[src/rtl/seg_scan_if.sv]
// Frame handshake and display-drive bundle for seg_scan_ctrl.
// The master side is the frame producer and display sink. The slave side is the scan controller.
interface seg_scan_if #(
  parameter int unsigned DIGITS = 6
);
  logic                  frame_valid;
  logic                  frame_ready;
  logic [4*DIGITS-1:0]   frame_data;
  logic [DIGITS-1:0]     frame_en;
  logic [3:0]            bin_data;
  logic                  seg_en;
  logic [DIGITS-1:0]     seg_sel;
  logic                  frame_done;

  modport master (
    output frame_valid, frame_data, frame_en,
    input  frame_ready, bin_data, seg_en, seg_sel, frame_done
  );

  modport slave (
    input  frame_valid, frame_data, frame_en,
    output frame_ready, bin_data, seg_en, seg_sel, frame_done
  );
endinterface

[src/rtl/seg_scan_ctrl.sv]
// Time-multiplexed 7-segment scan controller with a 1-deep pending frame buffer.
// Optional inter-digit ghost blanking is enabled by defining SEG_GHOST_BLANK_EN.
module seg_scan_ctrl #(
  parameter int unsigned CLK_FREQ     = 50_000_000,
  parameter int unsigned SCAN_FREQ    = 1000,
  parameter int unsigned DIGITS       = 6,
  parameter int unsigned BLANK_CYCLES = 32
) (
  input  logic      clk,
  input  logic      rst_n,
  seg_scan_if.slave bus
);

  localparam int unsigned DWELL = CLK_FREQ / SCAN_FREQ;
  localparam int unsigned CW    = $clog2(DWELL);
  localparam int unsigned IW    = $clog2(DIGITS);
  localparam int unsigned FW    = 4 * DIGITS;

  if (DWELL < 2) begin : g_chk_dwell
    $error("seg_scan_ctrl: DWELL must be >= 2");
  end
  if (DIGITS < 2) begin : g_chk_digits
    $error("seg_scan_ctrl: DIGITS must be >= 2");
  end
  if (BLANK_CYCLES < 1) begin : g_chk_blank
    $error("seg_scan_ctrl: BLANK_CYCLES must be >= 1");
  end

`ifdef SEG_GHOST_BLANK_EN
  localparam int unsigned BW = $clog2(BLANK_CYCLES + 1);
  typedef enum logic [1:0] {IDLE, SHOW, BLANK} state_e;
  logic [BW-1:0] bcnt_q, bcnt_d;
`else
  typedef enum logic [0:0] {IDLE, SHOW} state_e;
`endif

  state_e            state_q, state_d;
  logic [IW-1:0]     idx_q, idx_d;
  logic [CW-1:0]     cnt_q, cnt_d;
  logic              pend_full_q, pend_full_d;
  logic [FW-1:0]     pend_data_q, pend_data_d;
  logic [DIGITS-1:0] pend_en_q, pend_en_d;
  logic [FW-1:0]     act_data_q, act_data_d;
  logic [DIGITS-1:0] act_en_q, act_en_d;
  logic [3:0]        bin_q, bin_d;
  logic              seg_en_q, seg_en_d;
  logic [DIGITS-1:0] sel_q, sel_d;
  logic              ready_q, ready_d;
  logic              done_q, done_d;
  logic              accept;
  logic              slot_end;

  assign accept = bus.frame_valid & ready_q;

  always_comb begin
    state_d     = state_q;
    idx_d       = idx_q;
    cnt_d       = cnt_q;
    pend_full_d = pend_full_q;
    pend_data_d = pend_data_q;
    pend_en_d   = pend_en_q;
    act_data_d  = act_data_q;
    act_en_d    = act_en_q;
    bin_d       = bin_q;
    seg_en_d    = 1'b0;
    sel_d       = '1;
    done_d      = 1'b0;
    slot_end    = 1'b0;
`ifdef SEG_GHOST_BLANK_EN
    bcnt_d      = bcnt_q;
`endif

    unique case (state_q)
      IDLE: begin
        if (accept) begin
          act_data_d = bus.frame_data;
          act_en_d   = bus.frame_en;
          idx_d      = '0;
          cnt_d      = '0;
          state_d    = SHOW;
        end
      end
      SHOW: begin
        if (cnt_q == CW'(DWELL - 1)) begin
          cnt_d = '0;
`ifdef SEG_GHOST_BLANK_EN
          bcnt_d  = '0;
          state_d = BLANK;
`else
          slot_end = 1'b1;
`endif
        end else begin
          cnt_d = cnt_q + 1'b1;
        end
      end
`ifdef SEG_GHOST_BLANK_EN
      BLANK: begin
        if (bcnt_q == BW'(BLANK_CYCLES - 1)) begin
          slot_end = 1'b1;
          state_d  = SHOW;
        end else begin
          bcnt_d = bcnt_q + 1'b1;
        end
      end
`endif
      default: state_d = IDLE;
    endcase

    // Frame swap at the boundary happens before this cycle's accept, so a
    // frame arriving on the boundary lands in the (just emptied) pending slot.
    if (slot_end) begin
      if (idx_q == IW'(DIGITS - 1)) begin
        idx_d  = '0;
        done_d = 1'b1;
        if (pend_full_q) begin
          act_data_d  = pend_data_q;
          act_en_d    = pend_en_q;
          pend_full_d = 1'b0;
        end
      end else begin
        idx_d = idx_q + 1'b1;
      end
    end

    if (accept && (state_q != IDLE)) begin
      pend_data_d = bus.frame_data;
      pend_en_d   = bus.frame_en;
      pend_full_d = 1'b1;
    end

    ready_d = ~pend_full_d;

    // Outputs are registered from the next state so they line up with it.
    if (state_d == SHOW) begin
      bin_d        = act_data_d[{idx_d, 2'b00} +: 4];
      seg_en_d     = act_en_d[idx_d];
      sel_d[idx_d] = ~act_en_d[idx_d];
    end
  end

  always_ff @(posedge clk or negedge rst_n) begin
    if (!rst_n) begin
      state_q     <= IDLE;
      idx_q       <= '0;
      cnt_q       <= '0;
      pend_full_q <= 1'b0;
      pend_data_q <= '0;
      pend_en_q   <= '0;
      act_data_q  <= '0;
      act_en_q    <= '0;
      bin_q       <= '0;
      seg_en_q    <= 1'b0;
      sel_q       <= '1;
      ready_q     <= 1'b1;
      done_q      <= 1'b0;
`ifdef SEG_GHOST_BLANK_EN
      bcnt_q      <= '0;
`endif
    end else begin
      state_q     <= state_d;
      idx_q       <= idx_d;
      cnt_q       <= cnt_d;
      pend_full_q <= pend_full_d;
      pend_data_q <= pend_data_d;
      pend_en_q   <= pend_en_d;
      act_data_q  <= act_data_d;
      act_en_q    <= act_en_d;
      bin_q       <= bin_d;
      seg_en_q    <= seg_en_d;
      sel_q       <= sel_d;
      ready_q     <= ready_d;
      done_q      <= done_d;
`ifdef SEG_GHOST_BLANK_EN
      bcnt_q      <= bcnt_d;
`endif
    end
  end

  assign bus.frame_ready = ready_q;
  assign bus.bin_data    = bin_q;
  assign bus.seg_en      = seg_en_q;
  assign bus.seg_sel     = sel_q;
  assign bus.frame_done  = done_q;

endmodule

[src/flat_wrapper.sv]
// flat-port wrapper written by rule: the top's interface ports become plain ports
module seg_scan_ctrl_flat 
#(
  parameter int unsigned CLK_FREQ     = 50_000_000,
  parameter int unsigned SCAN_FREQ    = 1000,
  parameter int unsigned DIGITS       = 6,
  parameter int unsigned BLANK_CYCLES = 32
)
  (clk, rst_n, bus_frame_valid, bus_frame_data, bus_frame_en, bus_frame_ready, bus_bin_data, bus_seg_en, bus_seg_sel, bus_frame_done);
  seg_scan_if #(.DIGITS(DIGITS)) bus_i ();
  input  logic clk;
  input  logic rst_n;
  input wire logic [$bits(bus_i.frame_valid)-1:0] bus_frame_valid;
  input wire logic [$bits(bus_i.frame_data)-1:0] bus_frame_data;
  input wire logic [$bits(bus_i.frame_en)-1:0] bus_frame_en;
  output wire logic [$bits(bus_i.frame_ready)-1:0] bus_frame_ready;
  output wire logic [$bits(bus_i.bin_data)-1:0] bus_bin_data;
  output wire logic [$bits(bus_i.seg_en)-1:0] bus_seg_en;
  output wire logic [$bits(bus_i.seg_sel)-1:0] bus_seg_sel;
  output wire logic [$bits(bus_i.frame_done)-1:0] bus_frame_done;
  assign bus_i.frame_valid = bus_frame_valid;
  assign bus_i.frame_data = bus_frame_data;
  assign bus_i.frame_en = bus_frame_en;
  assign bus_frame_ready = bus_i.frame_ready;
  assign bus_bin_data = bus_i.bin_data;
  assign bus_seg_en = bus_i.seg_en;
  assign bus_seg_sel = bus_i.seg_sel;
  assign bus_frame_done = bus_i.frame_done;
  seg_scan_ctrl #(.CLK_FREQ(CLK_FREQ), .SCAN_FREQ(SCAN_FREQ), .DIGITS(DIGITS), .BLANK_CYCLES(BLANK_CYCLES)) u_core (.clk(clk), .rst_n(rst_n), .bus(bus_i));
endmodule
[config.mk]
export PLATFORM = sky130hd
export DESIGN_NAME = seg_scan_ctrl_flat
export DESIGN_NICKNAME = d
export VERILOG_FILES = /design/src/rtl/seg_scan_if.sv /design/src/rtl/seg_scan_ctrl.sv /design/src/flat_wrapper.sv
export SDC_FILE = /design/constraint.sdc
export NUM_CORES = 1
export LEC_CHECK = 0
export ABC_CLOCK_PERIOD_IN_PS = 3340
export BUFFER_PORTS_ARGS = -buffer_cell sky130_fd_sc_hd__clkbuf_2
export CORE_MARGIN = 8
export CORE_UTILIZATION = 55
export DETAILED_ROUTE_END_ITERATION = 12
export PLACE_DENSITY_LB_ADDON = 0.1
export SLEW_MARGIN = 20
export SYNTH_ARGS = -nofsm -noshare
export SYNTH_HDL_FRONTEND = slang
export SYNTH_SLANG_ARGS = --single-unit
[constraint.sdc]
create_clock -name clk -period 3.34 [get_ports clk]
set_input_delay 0.167 -clock clk [delete_from_list [all_inputs] [get_ports clk]]
set_output_delay 0.167 -clock clk [all_outputs]
set_load 0.05 [all_outputs]
---- After elaboration in Yosys (flattened, before gate mapping) ----
Index checks and enable logic that the tools add are counted.
W data, S select, Z words.
operators by class
  add/sub/neg operators ................... 2
  order comparisons ....................... 2
  equality and inequality tests ........... 3
  shift operators ......................... 1
  multiplexer cells ....................... 32
  bitwise operators ....................... 6
  reduce and logical (&&, ||, !) cells .... 2
operators by type and width
  operator                 count
  $mux W24                 5
  $mux W6                  6
  $mux W16                 2
  $pmux W16 S2             1
  $shiftx A24 B6 Y4        1
  $add A16 B1 Y16 const B  1
  $eq A16 B16 Y1 const B   1
  $mux W1                  12
  $mux W3                  4
  $not A6 Y6               1
  $or A6 B6 Y6             1
  $lt A3 B4 Y1 const B     1
  $add A3 B1 Y3 const B    1
  $bmux W1 S3              1
  $demux W1 S3             1
  $eq A3 B3 Y1 const B     1
  $ge A3 B1 Y1 const B     1
  $not A1 Y1               3
  $logic_and A1 B1 Y1      2
  $ne A2 B1 Y1 const B     1
  $and A1 B1 Y1            1
storage, ports and cells
  register bits ........................... 94
  input bits .............................. 33
  output and inout bits ................... 13
  logic and storage cells ................. 61

---- Longest topological paths before layout ----
  depth in word-level cells ............... 11
  mapped depth ............................ 11
  mapped depth without buffers ............ 8

---- Worst setup path before layout ----
Ideal clock, no wire load.
  kind .................................... reg2reg
  start point ............................. register u_core.cnt_q[5]
  end point ............................... register u_core.seg_en_q (netlist: u_core.bus.seg_en)
  setup time .............................. 119 ps
  arrival ................................. 2,810 ps
  data required time ...................... 3,221 ps
  setup slack ............................. 411 ps
  stages on the path, launching flop included .. 9
  path buffers ............................ 1
  clock period less this slack ............ 2,929 ps
  path through ............................ dfrtp_1 -> or4b_4 -> or4_4 -> or3_4 -> buf_6 -> mux2_4 -> o221a_4 -> a21boi_4 -> o21a_1
between the ends
  word-level cells in the longest chain between the ends .. 7
  elaborated cells between the ends (all ways) .. 8
  those cells by class .................... eq/ne: 1; mux: 7
RTL lines
  what                           line                  text
  start: declaration             seg_scan_ctrl.sv:39   logic [CW-1:0] cnt_q, cnt_d;
  start signal: assignment       seg_scan_ctrl.sv:162  cnt_q <= cnt_d;
  $eq A16 B16 Y1                 seg_scan_ctrl.sv:84   if (cnt_q == CW'(DWELL - 1)) begin
  $mux W1                        seg_scan_ctrl.sv:84
  $mux W1                        seg_scan_ctrl.sv:73   unique case (state_q)
  $mux W6                        seg_scan_ctrl.sv:111  if (slot_end) begin
  net u_core.act_en_d[3]         seg_scan_ctrl.sv:44   logic [DIGITS-1:0] act_en_q, act_en_d;
  $bmux W1 S3                    seg_scan_ctrl.sv:136  seg_en_d = act_en_d[idx_d];
  $mux W1 (not written as such)  seg_scan_ctrl.sv:136
  $mux W1                        seg_scan_ctrl.sv:134  if (state_d == SHOW) begin
  net u_core.seg_en_d            seg_scan_ctrl.sv:46   logic seg_en_q, seg_en_d;
  end signal: assignment         seg_scan_ctrl.sv:169  seg_en_q <= seg_en_d;
  end: declaration               seg_scan_ctrl.sv:46
The timed path passes the listed nets, and every way through them passes these cells. The select of a mux whose other input is x is not followed.
A chain may end at the register's enable or synchronous reset.

---- Worst setup path after layout ----
  start point ............................. register u_core.cnt_q[11]
  end point ............................... register u_core.seg_en_q (netlist: u_core.bus.seg_en)
The elaborated chain is that of the path after synthesis.

==> summary.md <==
| Metric | Value |
|---|---|
| Status | `complete, no violations` |
| Initial antenna violation count | `0` |
| Setup TNS | `0 ns` |
| Commonest non-fill, non-tap cell in the layout | `dfrtp_1` |
| Mapped Nets | `433` |
| Die W | `105.6 um` |
| Final period util | `94.90%` |
| Simple logic cell fraction of the synthesized area | `11.98%` |
| Residual DRC | `0` |
| H-Tree Depth | `3` |
| Initial Utilization | `56.88%` |
| I/O Buffers | `45` |
| Final non-filler cell total | `554` |
| WHS Path Cells | `2` |
| Worst-path clk slew | `0.10 ns` |
| First-pass DRT Iterations | `6` |
| Vias per cell | `5.588` |
| Syn_area_per_cell | `11.07 um^2` |
| PostCTS Resize Cnt | `0` |
| Nets | `481` |
| Worst-path maximum fanout | `36` |
| Hpwl dp | `6.705 mm` |
| Power Density | `378.2 mW/mm^2` |
| Clk_lat worst skew | `0.36 ns` |
| Layout cell share with drive strength beyond 1 | `28.54%` |
| CTS tree | `done` |
| Critical R2R Launch | `u_core.cnt_q[11]` |
| Number of clock sinks | `94` |
| Initial DRC count | `114` |
| Routed via count | `3,096` |
| CP Capture Type | `register` |
| Worst hold path endpoint | `u_core.pend_data_q[7]` |
| Rows | `32` |
| CTS Root Cell | `clkbuf_8` |
| Pin count of the biggest net entering global routing | `66` |
| Register area share after synthesis | `53.44%` |
| Pleak | `2.446 nW` |
| Peak supply drop | `0.0002187 V` |
| Core Area | `0.007767 mm^2` |
| Die area | `0.01116 mm^2` |
| Tmin final | `3.170 ns` |
| Register-to-register setup slack | `0.17 ns` |
| Vias in the first global route | `3,181` |
| Combinational family with the most area after synthesis | `multiplexers` |
| Area of the multi-input gates | `0.001883 mm^2` |
| XOR/XNOR Fraction of Synth Area | `0.9912%` |
| Critical R2R Capture | `u_core.bus.seg_en` |
| CP startpoint kind | `register` |
| Netlist cell types | `45` |
| Area Growth Syn to Fin | `12.01%` |
| Die H | `105.6 um` |
| First-pass GRT wire length | `16.50 mm` |
| YS warnings | `0` |
| Most frequent cells in the layout | `dfrtp_1 (87), clkbuf_2 (44), mux2_2 (43)` |
| Final hold violations | `0` |
| Worst Reg-to-Reg Cells | `7` |
| Cts bufs inserted | `9` |
| Mux contribution to synthesized area | `18.55%` |
| Top_reg_cell synth | `dfrtp_1` |
| DP Worst Slack | `0.1464 ns` |
| Layout fillers | `644` |
| Final Setup Violations | `0` |
| Min-Delay Path Class | `primary input to register` |
| Slew Viols, Final | `0` |
| Cell area after synthesis | `0.004418 mm^2` |
| Post-route ant nets | `0` |
| Max clock buf depth | `2` |
| Number of synthesized flops with an enable pin | `0` |
| Core Util, Final | `63.71%` |
| Adder-cell share of the synthesized area | `0.2832%` |
| ANT cells | `0` |
| Hold path start | `bus_frame_data[7]` |
| RSZ-0062 raised after global routing | `false` |
| Overflow after GRT | `0` |
| CP Data Required Time | `3.59 ns` |
| Clock Skew | `0.01914 ns` |
| Fmax | `0.3155 GHz` |
| Synthesized instance count | `399` |
| I/O pin count | `46` |
| Synth Area in Compound Gates | `10.82%` |
| Critical path class | `register to register` |
| Routed len/inst | `17.12 um` |
| Fin worst setup slack | `0.1705 ns` |
| Seq. cell area | `0.002361 mm^2` |
| Gpl congestion | `0.8052` |
| Inst Count DP | `537` |
| Least-Margin Pin Slew | `0.8096 ns` |
| Max Cap Viol | `0` |
| Slew headroom | `46.03%` |
| DRT Wirelength | `9.484 mm` |
| Crit path DAT | `3.42 ns` |
| Ys async rst share | `100.0%` |
| Yosys reg bits | `94` |
| Total GRT Usage | `18.23%` |
[metal layers]
metal / track usage (%) / vias up / wire, um
met3: 4.872 / 7 / 438
met1: 24.56 / 1510 / 4421
met5: 0 / - / 0
met4: 5.226 / 0 / 68
met2: 28.33 / 67 / 4556
li1: - / 1512 / -
[sequential cells by signal (all words and copies together) (netlist names)]
signal and flops:
u_core.act_data_q 24, u_core.act_en_q 6, u_core.bus.bin_data 4, u_core.bus.frame_done 1, u_core.bus.frame_ready 1, u_core.bus.seg_en 1
u_core.bus.seg_sel 6, u_core.cnt_q 16, u_core.idx_q 3, u_core.pend_data_q 24, u_core.pend_en_q 6, u_core.pend_full_q 1
u_core.state_q 1
[cell type report]
cell class	count	share of cell area (%)
clock inverters	6	0.9355
multi-input cells	264	38.05
inverters	20	1.517
well taps	102	2.579
flip-flops and latches	94	47.71
clock buffers	10	2.579
repair buffers	58	6.625
[timing repair]
action | in CTS | in global routing
hold buffers | 1 | 0
endpoints found under the setup margin | 0 | 3
endpoints found under the hold margin | 58 | 0
setup buffers | 0 | 0
[where the power goes]
group / leakage, nW / internal [mW] / switching (mW)
Combinational: 1.30 / 0.0171 / 0.0324
Clock: 0.0764 / 0.275 / 0.410
Sequential: 1.06 / 1.14 / 0
[logic make-up after synthesis]
kind of cell,after synthesis
AND/OR/NAND/NOR,108
AO/OA/AOI/OAI,74
XOR/XNOR,5
adder cells (fa/ha/maj),1
multiplexers,76
buffers and inverters,41
flip-flops,94
[through the flow]
step           cell area [um^2]  power [mW]  hold slack [ns]
2_1_floorplan              4418       1.161          -0.1286
3_3_place_gp               4765       1.210           0.3172
3_5_place_dp               4765       1.210           0.3117
4_1_cts                    4949       1.893          0.03930
5_1_grt                    4949       1.956          0.03038
6_report                   4949       1.871          0.05143
[cell usage after synthesis (4+ instances only)]
library cell | instances | area share [%]
inv_1 | 20 | 1.7
clkbuf_1 | 12 | 1.0
nand3_1 | 12 | 1.4
nor2_1 | 29 | 2.5
nor3_1 | 4 | 0.45
dfrtp_1 | 87 | 49
o21ai_0 | 21 | 2.4
o22ai_1 | 4 | 0.57
dfstp_2 | 7 | 4.2
and3_1 | 4 | 0.57
mux2i_1 | 32 | 7.3
a211oi_1 | 8 | 1.4
mux2_2 | 43 | 11
o221ai_1 | 4 | 0.79
a21oi_1 | 23 | 2.6
nand2_1 | 34 | 2.9
a22o_1 | 4 | 0.79
buf_2 | 4 | 0.45
nand4_1 | 5 | 0.71
[worst max-delay path by stage]
stage                           startpoint  cells after the start                      to  slack, ns
after floorplan            u_core.cnt_q[5]                      8       u_core.bus.seg_en       0.41
after global placement    u_core.cnt_q[11]                      7       u_core.bus.seg_en       0.21
after detailed placement  u_core.cnt_q[11]                      7  u_core.bus.bin_data[2]       0.15
after CTS                 u_core.cnt_q[11]                      7       u_core.bus.seg_en       0.13
after global routing       u_core.cnt_q[5]                      8  u_core.bus.bin_data[0]       0.02
final                     u_core.cnt_q[11]                      7       u_core.bus.seg_en       0.17
[critical path, stage by stage, from the launching register on]
cell and delay [ns]:
dfrtp_1 0.42, or4b_1 0.61, or4_4 0.53, or3_4 0.54
mux2_2 0.36, o221a_4 0.32, a21boi_4 0.15, o21a_1 0.12
Power figures use the tool's default switching activity.
